File: config.mk
export PLATFORM = sky130hd
export DESIGN_NAME = multi_button_debouncer
export DESIGN_NICKNAME = d
export VERILOG_FILES = /design/src/rtl/debounce_pkg.sv /design/src/rtl/debounce_channel.sv /design/src/rtl/multi_button_debouncer.sv
export SDC_FILE = /design/constraint.sdc
export NUM_CORES = 1
export LEC_CHECK = 0
export ABC_AREA = 1
export CAP_MARGIN = 20
export CORE_MARGIN = 1.5
export CORE_UTILIZATION = 55
export CTS_CLUSTER_SIZE = 20
export DETAILED_ROUTE_END_ITERATION = 10
export HOLD_SLACK_MARGIN = 0.12
export PLACE_DENSITY_LB_ADDON = 0.25
export SYNTH_ARGS = -nofsm -noshare
export SYNTH_HDL_FRONTEND = slang
export SYNTH_SLANG_ARGS = --single-unit
File: constraint.sdc
create_clock -name clk_50MHz -period 1.6 [get_ports clk_50MHz]
set_clock_uncertainty 0.2 [all_clocks]
set_input_delay 0.24 -clock clk_50MHz [delete_from_list [all_inputs] [get_ports clk_50MHz]]
set_output_delay 0.24 -clock clk_50MHz [all_outputs]
set_load 0.01 [all_outputs]
File: src/rtl/debounce_pkg.sv
// Shared types and constant helpers for the multi-channel button debouncer.
package debounce_pkg;

  // Per-channel hold tracking: idle, waiting for the long-press time, or auto-repeating.
  typedef enum logic [1:0] {
    IDLE   = 2'd0,
    HELD   = 2'd1,
    REPEAT = 2'd2
  } hold_state_t;

  // Number of clock cycles in a span of milliseconds at an integer-MHz clock.
  function automatic int unsigned ms_to_cycles(input int unsigned ms,
                                               input int unsigned clk_mhz);
    return ms * clk_mhz * 32'd1000;
  endfunction

  // Bits needed for a counter that must hold the value x (clog2 of x+1).
  function automatic int unsigned cnt_width(input int unsigned x);
    return unsigned'($clog2(x + 32'd1));
  endfunction

  // Larger of two unsigned values, used to size the shared hold counter.
  function automatic int unsigned max_u(input int unsigned a, input int unsigned b);
    return (a > b) ? a : b;
  endfunction

endpackage

File: src/rtl/debounce_channel.sv
// One button channel: synchroniser, debounce counter, hold FSM and
// registered event pulses. Timing comes from the shared ms_tick_i strobe.
module debounce_channel
  import debounce_pkg::*;
#(
  parameter int unsigned DEBOUNCE_MS = 10,
  parameter int unsigned LONG_MS     = 1000,
  parameter int unsigned REPEAT_MS   = 200,
  parameter bit          ACTIVE_LOW  = 1'b0
) (
  input  logic clk_i,
  input  logic rst_i,
  input  logic ms_tick_i,
  input  logic btn_i,
  output logic btn_level_o,
  output logic btn_press_o,
  output logic btn_release_o,
  output logic btn_long_o,
  output logic btn_repeat_o
);

  localparam int unsigned DB_W   = cnt_width(DEBOUNCE_MS);
  localparam int unsigned HOLD_W = cnt_width(max_u(LONG_MS, REPEAT_MS));
  localparam bit          REPEAT_EN = (REPEAT_MS > 0);

  localparam logic [DB_W-1:0]   DB_LAST   = DB_W'(DEBOUNCE_MS - 32'd1);
  localparam logic [HOLD_W-1:0] LONG_LAST = HOLD_W'(LONG_MS - 32'd1);
  localparam logic [HOLD_W-1:0] REP_LAST  =
    HOLD_W'((REPEAT_MS > 0) ? (REPEAT_MS - 32'd1) : 32'd0);

  // ------------------------------------------------------------------
  // Input path
  // ------------------------------------------------------------------
  logic [1:0] sync_q;
  logic       s;

  // Two-flop synchroniser on the polarity-corrected raw input.
  always_ff @(posedge clk_i) begin
    if (rst_i) begin
      sync_q <= 2'b00;
    end else begin
      sync_q <= {sync_q[0], btn_i ^ ACTIVE_LOW};
    end
  end

  assign s = sync_q[1];

  // ------------------------------------------------------------------
  // Debounce
  // ------------------------------------------------------------------
  logic [DB_W-1:0] db_cnt_q, db_cnt_d;
  logic            level_q, level_d;
  logic            rise_d, fall_d;

  // Count whole ms ticks during which s disagrees with the accepted level;
  // any agreement restarts the count, so bounces never accumulate.
  always_comb begin
    db_cnt_d = db_cnt_q;
    level_d  = level_q;
    rise_d   = 1'b0;
    fall_d   = 1'b0;
    if (s == level_q) begin
      db_cnt_d = '0;
    end else if (ms_tick_i) begin
      if (db_cnt_q == DB_LAST) begin
        level_d  = s;
        db_cnt_d = '0;
        rise_d   = s;
        fall_d   = ~s;
      end else begin
        db_cnt_d = db_cnt_q + 1'b1;
      end
    end
  end

  // Debounce state plus the registered level and edge pulses; the level
  // and its edge pulse become visible in the same cycle.
  always_ff @(posedge clk_i) begin
    if (rst_i) begin
      db_cnt_q      <= '0;
      level_q       <= 1'b0;
      btn_press_o   <= 1'b0;
      btn_release_o <= 1'b0;
    end else begin
      db_cnt_q      <= db_cnt_d;
      level_q       <= level_d;
      btn_press_o   <= rise_d;
      btn_release_o <= fall_d;
    end
  end

  assign btn_level_o = level_q;

  // ------------------------------------------------------------------
  // Hold FSM
  // ------------------------------------------------------------------
  hold_state_t       state_q;
  logic [HOLD_W-1:0] hold_cnt_q;
  logic              frozen_q;   // long already fired with repeat disabled

  // The FSM starts from the registered press pulse so that only ticks
  // strictly after the press cycle are counted. A release being accepted
  // this cycle wins over any expiry on the same tick.
  always_ff @(posedge clk_i) begin
    if (rst_i) begin
      state_q      <= IDLE;
      hold_cnt_q   <= '0;
      frozen_q     <= 1'b0;
      btn_long_o   <= 1'b0;
      btn_repeat_o <= 1'b0;
    end else begin
      btn_long_o   <= 1'b0;
      btn_repeat_o <= 1'b0;
      if (fall_d) begin
        state_q    <= IDLE;
        hold_cnt_q <= '0;
        frozen_q   <= 1'b0;
      end else begin
        case (state_q)
          IDLE: begin
            if (btn_press_o) begin
              state_q    <= HELD;
              hold_cnt_q <= '0;
              frozen_q   <= 1'b0;
            end
          end
          HELD: begin
            if (ms_tick_i && !frozen_q) begin
              if (hold_cnt_q == LONG_LAST) begin
                btn_long_o <= 1'b1;
                hold_cnt_q <= '0;
                if (REPEAT_EN) begin
                  state_q <= REPEAT;
                end else begin
                  frozen_q <= 1'b1;
                end
              end else begin
                hold_cnt_q <= hold_cnt_q + 1'b1;
              end
            end
          end
          REPEAT: begin
            if (ms_tick_i) begin
              if (hold_cnt_q == REP_LAST) begin
                btn_repeat_o <= 1'b1;
                hold_cnt_q   <= '0;
              end else begin
                hold_cnt_q <= hold_cnt_q + 1'b1;
              end
            end
          end
          default: begin
            state_q    <= IDLE;
            hold_cnt_q <= '0;
            frozen_q   <= 1'b0;
          end
        endcase
      end
    end
  end

endmodule

File: src/rtl/multi_button_debouncer.sv
// N-channel button debouncer: one shared 1 ms prescaler feeding N
// independent debounce_channel instances.
module multi_button_debouncer
  import debounce_pkg::*;
#(
  parameter int unsigned N_CH         = 4,
  parameter int unsigned DEBOUNCE_MS  = 10,
  parameter int unsigned CLK_FREQ_MHZ = 50,
  parameter int unsigned LONG_MS      = 1000,
  parameter int unsigned REPEAT_MS    = 200,
  parameter bit          ACTIVE_LOW   = 1'b0
) (
  input  logic            clk_50MHz,
  input  logic            rst,
  input  logic [N_CH-1:0] btn_in,
  output logic [N_CH-1:0] btn_level,
  output logic [N_CH-1:0] btn_press,
  output logic [N_CH-1:0] btn_release,
  output logic [N_CH-1:0] btn_long,
  output logic [N_CH-1:0] btn_repeat
);

  localparam int unsigned TICK_CYCLES = ms_to_cycles(32'd1, CLK_FREQ_MHZ);
  localparam int unsigned PRE_W       = cnt_width(TICK_CYCLES);
  localparam logic [PRE_W-1:0] PRE_LAST = PRE_W'(TICK_CYCLES - 32'd1);

  logic [PRE_W-1:0] pre_cnt_q, pre_cnt_d;
  logic             ms_tick;

  // Tick on the last count of each millisecond, then wrap.
  always_comb begin
    ms_tick   = (pre_cnt_q == PRE_LAST);
    pre_cnt_d = ms_tick ? '0 : (pre_cnt_q + 1'b1);
  end

  // Shared millisecond prescaler.
  always_ff @(posedge clk_50MHz) begin
    if (rst) begin
      pre_cnt_q <= '0;
    end else begin
      pre_cnt_q <= pre_cnt_d;
    end
  end

  generate
    for (genvar gi = 0; gi < N_CH; gi++) begin : g_ch
      debounce_channel #(
        .DEBOUNCE_MS (DEBOUNCE_MS),
        .LONG_MS     (LONG_MS),
        .REPEAT_MS   (REPEAT_MS),
        .ACTIVE_LOW  (ACTIVE_LOW)
      ) u_ch (
        .clk_i         (clk_50MHz),
        .rst_i         (rst),
        .ms_tick_i     (ms_tick),
        .btn_i         (btn_in[gi]),
        .btn_level_o   (btn_level[gi]),
        .btn_press_o   (btn_press[gi]),
        .btn_release_o (btn_release[gi]),
        .btn_long_o    (btn_long[gi]),
        .btn_repeat_o  (btn_repeat[gi])
      );
    end
  endgenerate

endmodule
==> metrics.md, run 1 <==
| Metric | Value |
|---|---|
| Status | complete, but fails checks |
| Violated checks | setup timing |
| Placed cell areas | between 7000 and 8000 µm² |
| Antenna violations before repair | 0 |
| DR vias | 6190 |
| DRT iter0 DRCs | 310 |
| Cell Count Post-Placement | roughly 1200 |
| Worst EP required | roughly 1.7 ns |
| Syn. warnings | 0 |
| Worst-path cell chain | ha_4, nand3_4, nor2_4, nand2_4, buf_8, o21ai_4, nand2_4, buf_12, clkinv_8, o21ai_0, nand2_1, nor2_1 |
| Gate count of the mapped netlist | 900 |
| Largest net degree at the start of global routing | 17 |
| Die Ht | 107 µm |
| Critical path's slowest cell | dfxtp_2 |
| CTS H-tree lvls | 3 |
| CP max stage delay | 0.37 ns |
| Worst Setup Start Kind | register |
| Fin crit period | a little under 2 ns |
| Core footprint | ~10000 µm² |
| Initial Util | between 50% and 60% |
| Crit path kind | reg2reg |
| Max transition margin | 74.1% |
| First-pass GRT wire length | between 20000 and 25000 µm |
| Seq/Total Area, Yosys | between 30% and 40% |
| PwrDens | ~800 nW/µm² |
| Area growth syn-to-layout | 37.9% |
| Cell leakage power | around 3.5 nW |
| Total track usage | 25.8% |
| Final hold vios | 0 |
| Clock sink count | between 100 and 150 |
| Via density | between 5 and 6 |
| Post-route DRC | 0 |
| Gpl congestion | slightly below 0.9 |
| R2R cell count | 12 |
| Worst EP arrival | ~2 ns |
| Worst Hold Class | in2reg |
| Synthesized area per cell | ~6.6 µm² |
| Final Worst Setup Slack | -0.327 ns |
| Slew Viols, Final | 0 |
| Top Ports | 26 |
| RSZ-0062 raised after global routing | true |
| Buffer depth of the longest clock path | 2 |
| WP buf/inv | 3 |
| Rows | 37 |
| Vias in the first global route | 5663 |
| DR pass1 iterations | 6 |
| Synthesized flop and latch total | 108 |
| Syn_nets | around 920 |
| Drt total wl | ~16000 µm |
| Min-Delay Path Depth | 3 |
| Post-DRT Antenna Nets | 0 |
| Hpwl dp | between 10000 and 15000 µm |
| Nets | 1084 |
| Cell mode on critical path | nand2_4 |
| Count of cell types in the netlist | 37 |
| Commonest non-fill, non-tap cell in the layout | nand2_1 |
| Setup Slack @ Placement | -0.296 ns |
| CTS root buf | clkbuf_8 |
| Setup TNS | -16.31 ns |
| Design area | 8210 µm² |
| Synth Area in Compound Gates | 9.98% |
| Max VDD drop | between 0.6 and 0.7 mV |
| Flop2flop setup slack | -0.33 ns |
| Clk Latency, worst-skew pair | about 0.39 ns |
| CTS Hold Bufs | 0 |
| Setup violators final | 97 |
| Die ar. | around 11000 µm² |
| Cell Area, Synth | between 5000 and 6000 µm² |
| Die width | between 100 and 150 µm |
| Port Buf Inserts | 25 |
| Mux cell area share after synthesis | 0% |
| Max-cap violations | 0 |
| Simple-gate share of the synthesized area | a little over a third |
| Final period util | 120% |
| Worst-Margin Slew | 0.389 ns |
| Most frequent cells in the layout | nand2_1, buf_4, inv_1, nor2_1, dfxtp_1 |
| Hold Path End | g_ch[3].u_ch.sync_q[0] |
| CP top delay family | simple AND/OR/NAND/NOR gates |
| XOR/XNOR Fraction of Synth Area | about 2.5% |
| CTS tree | done |
| Antenna cells | 0 |
| FF-to-FF End | g_ch[0].u_ch.hold_cnt_q[9] |
| Final global-route overflow total | 0 |
| Crit path capture type | register |
| Share of cells above drive strength 1 | 29.7% |
| Largest family of logic cells by synthesized area | simple AND/OR/NAND/NOR gates |
| Wire length per cell | between 10 and 15 µm |
| R2r startpoint | pre_cnt_q[0] |
| Crit-path max FO | 8 |
| CTS clk-pin slew, worst paths | roughly 0.1 ns |
| Post-Layout Cell Count | 1202 |
| CTS Buf Count | 9 |
| Adder and majority cell fraction of the synthesized area | 3.57% |
| Max Freq | around 520 MHz |
| Hold Startpoint | btn_in[3] |
[what timing repair did]
action                     CTS  global route
setup buffers                9             7
resized for setup           88           112
pin swaps                   22            46
setup endpoints to repair  115            99
cloned                       2             0
[sequential cells by signal (all words and copies together), names as in the netlist]
name	cells
g_ch.u_ch.state_q	8
g_ch.u_ch.btn_release_o	4
pre_cnt_q	16
g_ch.u_ch.btn_long_o	4
g_ch.u_ch.btn_repeat_o	4
g_ch.u_ch.sync_q	8
g_ch.u_ch.btn_press_o	4
g_ch.u_ch.btn_level_o	4
g_ch.u_ch.db_cnt_q	16
g_ch.u_ch.hold_cnt_q	40
[worst max-delay path by stage]
stage / from / to / slack [ns] / depth (start not counted)
floorplan: pre_cnt_q[1] / g_ch[0].u_ch.hold_cnt_q[4] / -0.04 / 12
global placement: pre_cnt_q[1] / g_ch[2].u_ch.hold_cnt_q[9] / -0.21 / 10
detailed placement: pre_cnt_q[1] / g_ch[2].u_ch.hold_cnt_q[8] / -0.30 / 10
CTS: pre_cnt_q[0] / g_ch[0].u_ch.db_cnt_q[2] / -0.24 / 8
global route: pre_cnt_q[1] / g_ch[0].u_ch.hold_cnt_q[9] / -0.44 / 12
finish: pre_cnt_q[0] / g_ch[0].u_ch.hold_cnt_q[9] / -0.33 / 12
[through the flow]
step / power [mW] / hold WS (ns) / utilization, %
3_5_place_dp: 4.48 / 0.198 / 69.6
6_report: 6.75 / 0.150 / 78.9
4_1_cts: 6.37 / 0.143 / 74.2
2_1_floorplan: 3.94 / 0.147 / -
5_1_grt: 7.06 / 0.179 / 78.9
3_3_place_gp: 4.46 / 0.189 / 69.6
[metal layers]
metal  track usage (%)  part of all wire [%]  vias to the layer above
li1                  -                     -                     3141
met1              30.9                    43                     2869
met2              46.2                    51                      142
met3              2.86                   3.4                       38
met4              11.8                   2.6                        0
met5                 0                     0                        -
[logic make-up after synthesis]
logic type | count (synthesis)
simple gates | 485
compound gates | 99
xor+xnor | 17
flops | 108
buf+inv | 174
fa+ha+maj | 17
[report_power, final]
group	switching [mW]	leakage, nW	internal (mW)
sequential	0.0637	0.878	2.78
clock	0.949	0.102	0.806
combinational	1.25	2.51	0.907
total	2.26	3.49	4.49
[final cells by class]
type                    instances  area [µm²]
clock inverters                 4        47.5
repair inverters                2        18.8
well taps                     136         170
clock buffers                  12         155
repair buffers                182        1510
flip-flops and latches        108        2180
fillers                       708        2200
multi-input cells             618        3590
inverters                     140         548
[cells in the mapped netlist (all sizes together)]
master / instances / share of area [%]
clkinv: 2 / 0.13
o21ai: 35 / 3.3
ha: 17 / 3.6
nor3b: 4 / 0.50
nor4: 3 / 0.32
nand2: 218 / 14
buf: 30 / 3.8
nand3b: 8 / 1.0
clkbuf: 4 / 0.25
a31oi: 3 / 0.92
o31ai: 2 / 0.25
a21oi: 47 / 3.9
dfxtp: 108 / 36
inv: 138 / 8.7
nor3: 26 / 2.3
xnor2: 3 / 0.44
or2: 2 / 0.21
nor2: 144 / 9.2
xor2: 14 / 2.1
o2111ai: 1 / 0.15
nand4: 19 / 2.0
and3: 1 / 0.11
nand3: 60 / 5.0
o21bai: 8 / 1.0
a211oi: 3 / 0.38
[tightest hold or removal path: cells and delay by family]
family / cells / cell delay [ns]
and+or+nand+nor: 1 / 0.03
buffers and inverters: 2 / 0.44
(Power assumes the default switching activity.)
==> inputs of run 2 (changes only) <==
==> constraint.sdc (replaced) <==
create_clock -name clk_50MHz -period 1.6 [get_ports clk_50MHz]
set_clock_uncertainty 0.2 [all_clocks]
set_input_delay 0.16 -clock clk_50MHz [delete_from_list [all_inputs] [get_ports clk_50MHz]]
set_output_delay 0.16 -clock clk_50MHz [all_outputs]
set_load 0.01 [all_outputs]
==> metrics.md, run 2 (synthesized netlist as in run 1, its figures left out) <==
| Metric | Value |
|---|---|
| Status | complete, but fails checks |
| Violated checks | setup timing |
| Cell mode on critical path | nand2_1 |
| Worst-path cell chain | ha_4, nand3_4, nor2_4, nand2_4, bufbuf_16, nand2_2, nand4_1, nand2_1, nand2_1, nor2_1 |
| Vias in the first global route | 6102 (+7.8%) |
| Drt total wl | 19000 µm (+20%) |
| Setup violators final | 98 (+1.0%) |
| Post-DRT Antenna Nets | 0 (unchanged) |
| Flop2flop setup slack | -0.39 ns (-0.06 ns) |
| Final hold vios | 0 (unchanged) |
| Placed cell areas | 7250 µm² (about the same) |
| Worst Setup Start Kind | register |
| Setup TNS | -19.35 ns (-3.04 ns) |
| First-pass GRT wire length | 26900 µm (+12%) |
| Crit path capture type | register |
| Commonest non-fill, non-tap cell in the layout | nand2_1 |
| Design area | 8570 µm² (+4.3%) |
| Rows | 37 (unchanged) |
| DR pass1 iterations | 5 (-1) |
| Max transition margin | 71.6% (-2.5 points) |
| Top Ports | 26 (unchanged) |
| WP buf/inv | 1 (-2) |
| Setup Slack @ Placement | -0.348 ns (-0.0520 ns) |
| DR vias | 6562 (+6.0%) |
| CTS root buf | clkbuf_8 |
| Fin crit period | 1.99 ns (+0.0649 ns) |
| Final Worst Setup Slack | -0.392 ns (-0.0649 ns) |
| Worst Hold Class | reg2reg |
| CTS tree | done |
| Crit-path max FO | 5 (-3) |
| Nets | 1093 (+0.83%) |
| Final Power | 6.94 mW (+2.7%) |
| Max-cap violations | 0 (unchanged) |
| CP top delay family | simple AND/OR/NAND/NOR gates |
| Max Freq | 502 MHz (-3.3%) |
| Hold slack | 0.209 ns (+0.0599 ns) |
| Post-route DRC | 0 (unchanged) |
| Core footprint | 10400 µm² (unchanged) |
| Crit path kind | reg2reg |
| Max VDD drop | 0.726 mV (+12%) |
| Most frequent cells in the layout | nand2_1, buf_4, inv_1, nor2_1, dfxtp_1 |
| CTS clk-pin slew, worst paths | 0.11 ns (about the same) |
| Post-Layout Cell Count | 1211 (+0.75%) |
| Final global-route overflow total | 0 (unchanged) |
| Filler cells | 648 (-8.5%) |
| Biggest regs | g_ch.u_ch.hold_cnt_q x40, g_ch.u_ch.db_cnt_q x16, pre_cnt_q x16 |
| Max reg flops | 40 (unchanged) |
| Final period util | 124% (+4.1 points) |
| Cell leakage power | 3.68 nW (+5.5%) |
| Gpl congestion | 0.878 (+1.1%) |
| Wire length per cell | 15.7 µm (+19%) |
| Via density | 5.42 (+5.2%) |
| Slew Viols, Final | 0 (unchanged) |
| Clock sink count | 108 (unchanged) |
| CTS Buf Count | 9 (unchanged) |
| CP max stage delay | 0.37 ns (about the same) |
| Critical path's slowest cell | dfxtp_2 |
| RSZ-0062 raised after global routing | true |
| Clk Latency, worst-skew pair | 0.40 ns (about the same) |
| DRT iter0 DRCs | 504 (+63%) |
| Hold Startpoint | g_ch[3].u_ch.sync_q[0] |
| Largest net degree at the start of global routing | 17 (unchanged) |
| Worst-Margin Slew | 0.425 ns (+0.0358 ns) |
| Worst EP required | 1.73 ns (+0.03 ns) |
| Area growth syn-to-layout | 43.9% |
| Worst EP arrival | 2.12 ns (+0.09 ns) |
| FF-to-FF End | g_ch[0].u_ch.state_q[0] |
| CTS H-tree lvls | 3 (unchanged) |
| Total track usage | 29.2% (+3.3 points) |
| Antenna cells | 0 (unchanged) |
| Top reg by flops | g_ch.u_ch.hold_cnt_q |
| R2R cell count | 10 (-2) |
| Antenna violations before repair | 0 (unchanged) |
| Buffer depth of the longest clock path | 2 (unchanged) |
| Min-Delay Path Depth | 2 (-1) |
| Initial Util | 57.2% (unchanged) |
| Die ar. | 11500 µm² (unchanged) |
| Cell Count Post-Placement | 1167 (-0.17%) |
| R2r startpoint | pre_cnt_q[0] |
| Hold Path End | g_ch[3].u_ch.sync_q[1] |
| Final core occ | 82.3% (+3.4 points) |
| PwrDens | 809 nW/µm² (-1.5%) |
| Port Buf Inserts | 25 (unchanged) |
| Share of cells above drive strength 1 | 34.2% (+4.5 points) |
| Die Ht | 107 µm (unchanged) |
| Hpwl dp | 10500 µm (+4.9%) |
| Die width | 107 µm (unchanged) |
-- run 2: layout make-up --
| class | instances | area (µm²) | share of cell area, % |
|---|---|---|---|
| clock buffer | 12 | 155 | 1.81 |
| sequential | 108 | 2190 | 25.6 |
| inverter | 140 | 553 | 6.45 |
| clock inverter | 4 | 47.5 | 0.555 |
| timing repair inverter | 2 | 13.8 | 0.161 |
| timing repair buffer | 191 | 1660 | 19.4 |
| multi-input combinational | 618 | 3770 | 44.1 |
| tap | 136 | 170 | 1.99 |
-- run 2: how the worst max path moves through the flow --
stage	startpoint	endpoint	slack [ns]	depth (start not counted)
2_1_floorplan	pre_cnt_q[1]	g_ch[0].u_ch.hold_cnt_q[4]	-0.04	12
4_1_cts	pre_cnt_q[0]	g_ch[1].u_ch.hold_cnt_q[1]	-0.18	11
3_3_place_gp	pre_cnt_q[1]	g_ch[1].u_ch.btn_release_o	-0.23	8
5_1_grt	pre_cnt_q[0]	g_ch[0].u_ch.state_q[0]	-0.42	10
3_5_place_dp	pre_cnt_q[1]	g_ch[1].u_ch.btn_release_o	-0.35	8
6_report	pre_cnt_q[0]	g_ch[0].u_ch.state_q[0]	-0.39	10
-- run 2: what timing repair did --
action	in CTS	in global routing
hold endpoints to repair	4	0
setup buffers	13	11
gates cloned	3	1
endpoints found under the setup margin	116	104
gates resized for setup	151	118
pin swaps	38	38
hold buffers	4	0
-- run 2: metal layers --
| layer | global-route usage, % | share of wire [%] | wire length, µm |
|---|---|---|---|
| met2 | 52.9 | 50 | 9540 |
| met1 | 33.8 | 40 | 7540 |
| met4 | 13.3 | 4.8 | 912 |
| met5 | 0 | 0 | 0 |
| met3 | 3.89 | 5.5 | 1040 |
-- run 2: worst reg2reg max path, cell delays in order (launching register included) --
cell and delay, ns:
dfxtp_2 0.37, ha_4 0.16, nand3_4 0.10, nor2_4 0.12, nand2_4 0.10, bufbuf_16 0.29, nand2_2 0.06, nand4_1 0.16
nand2_1 0.13, nand2_1 0.08, nor2_1 0.15
-- run 2: report_power, final --
| part | leakage (nW) | total, mW | switching, mW | internal, mW |
|---|---|---|---|---|
| sequential | 0.883 | 2.85 | 0.0700 | 2.78 |
| combinational | 2.70 | 2.30 | 1.29 | 1.00 |
| clock | 0.102 | 1.79 | 0.981 | 0.806 |
| total | 3.68 | 6.94 | 2.34 | 4.59 |
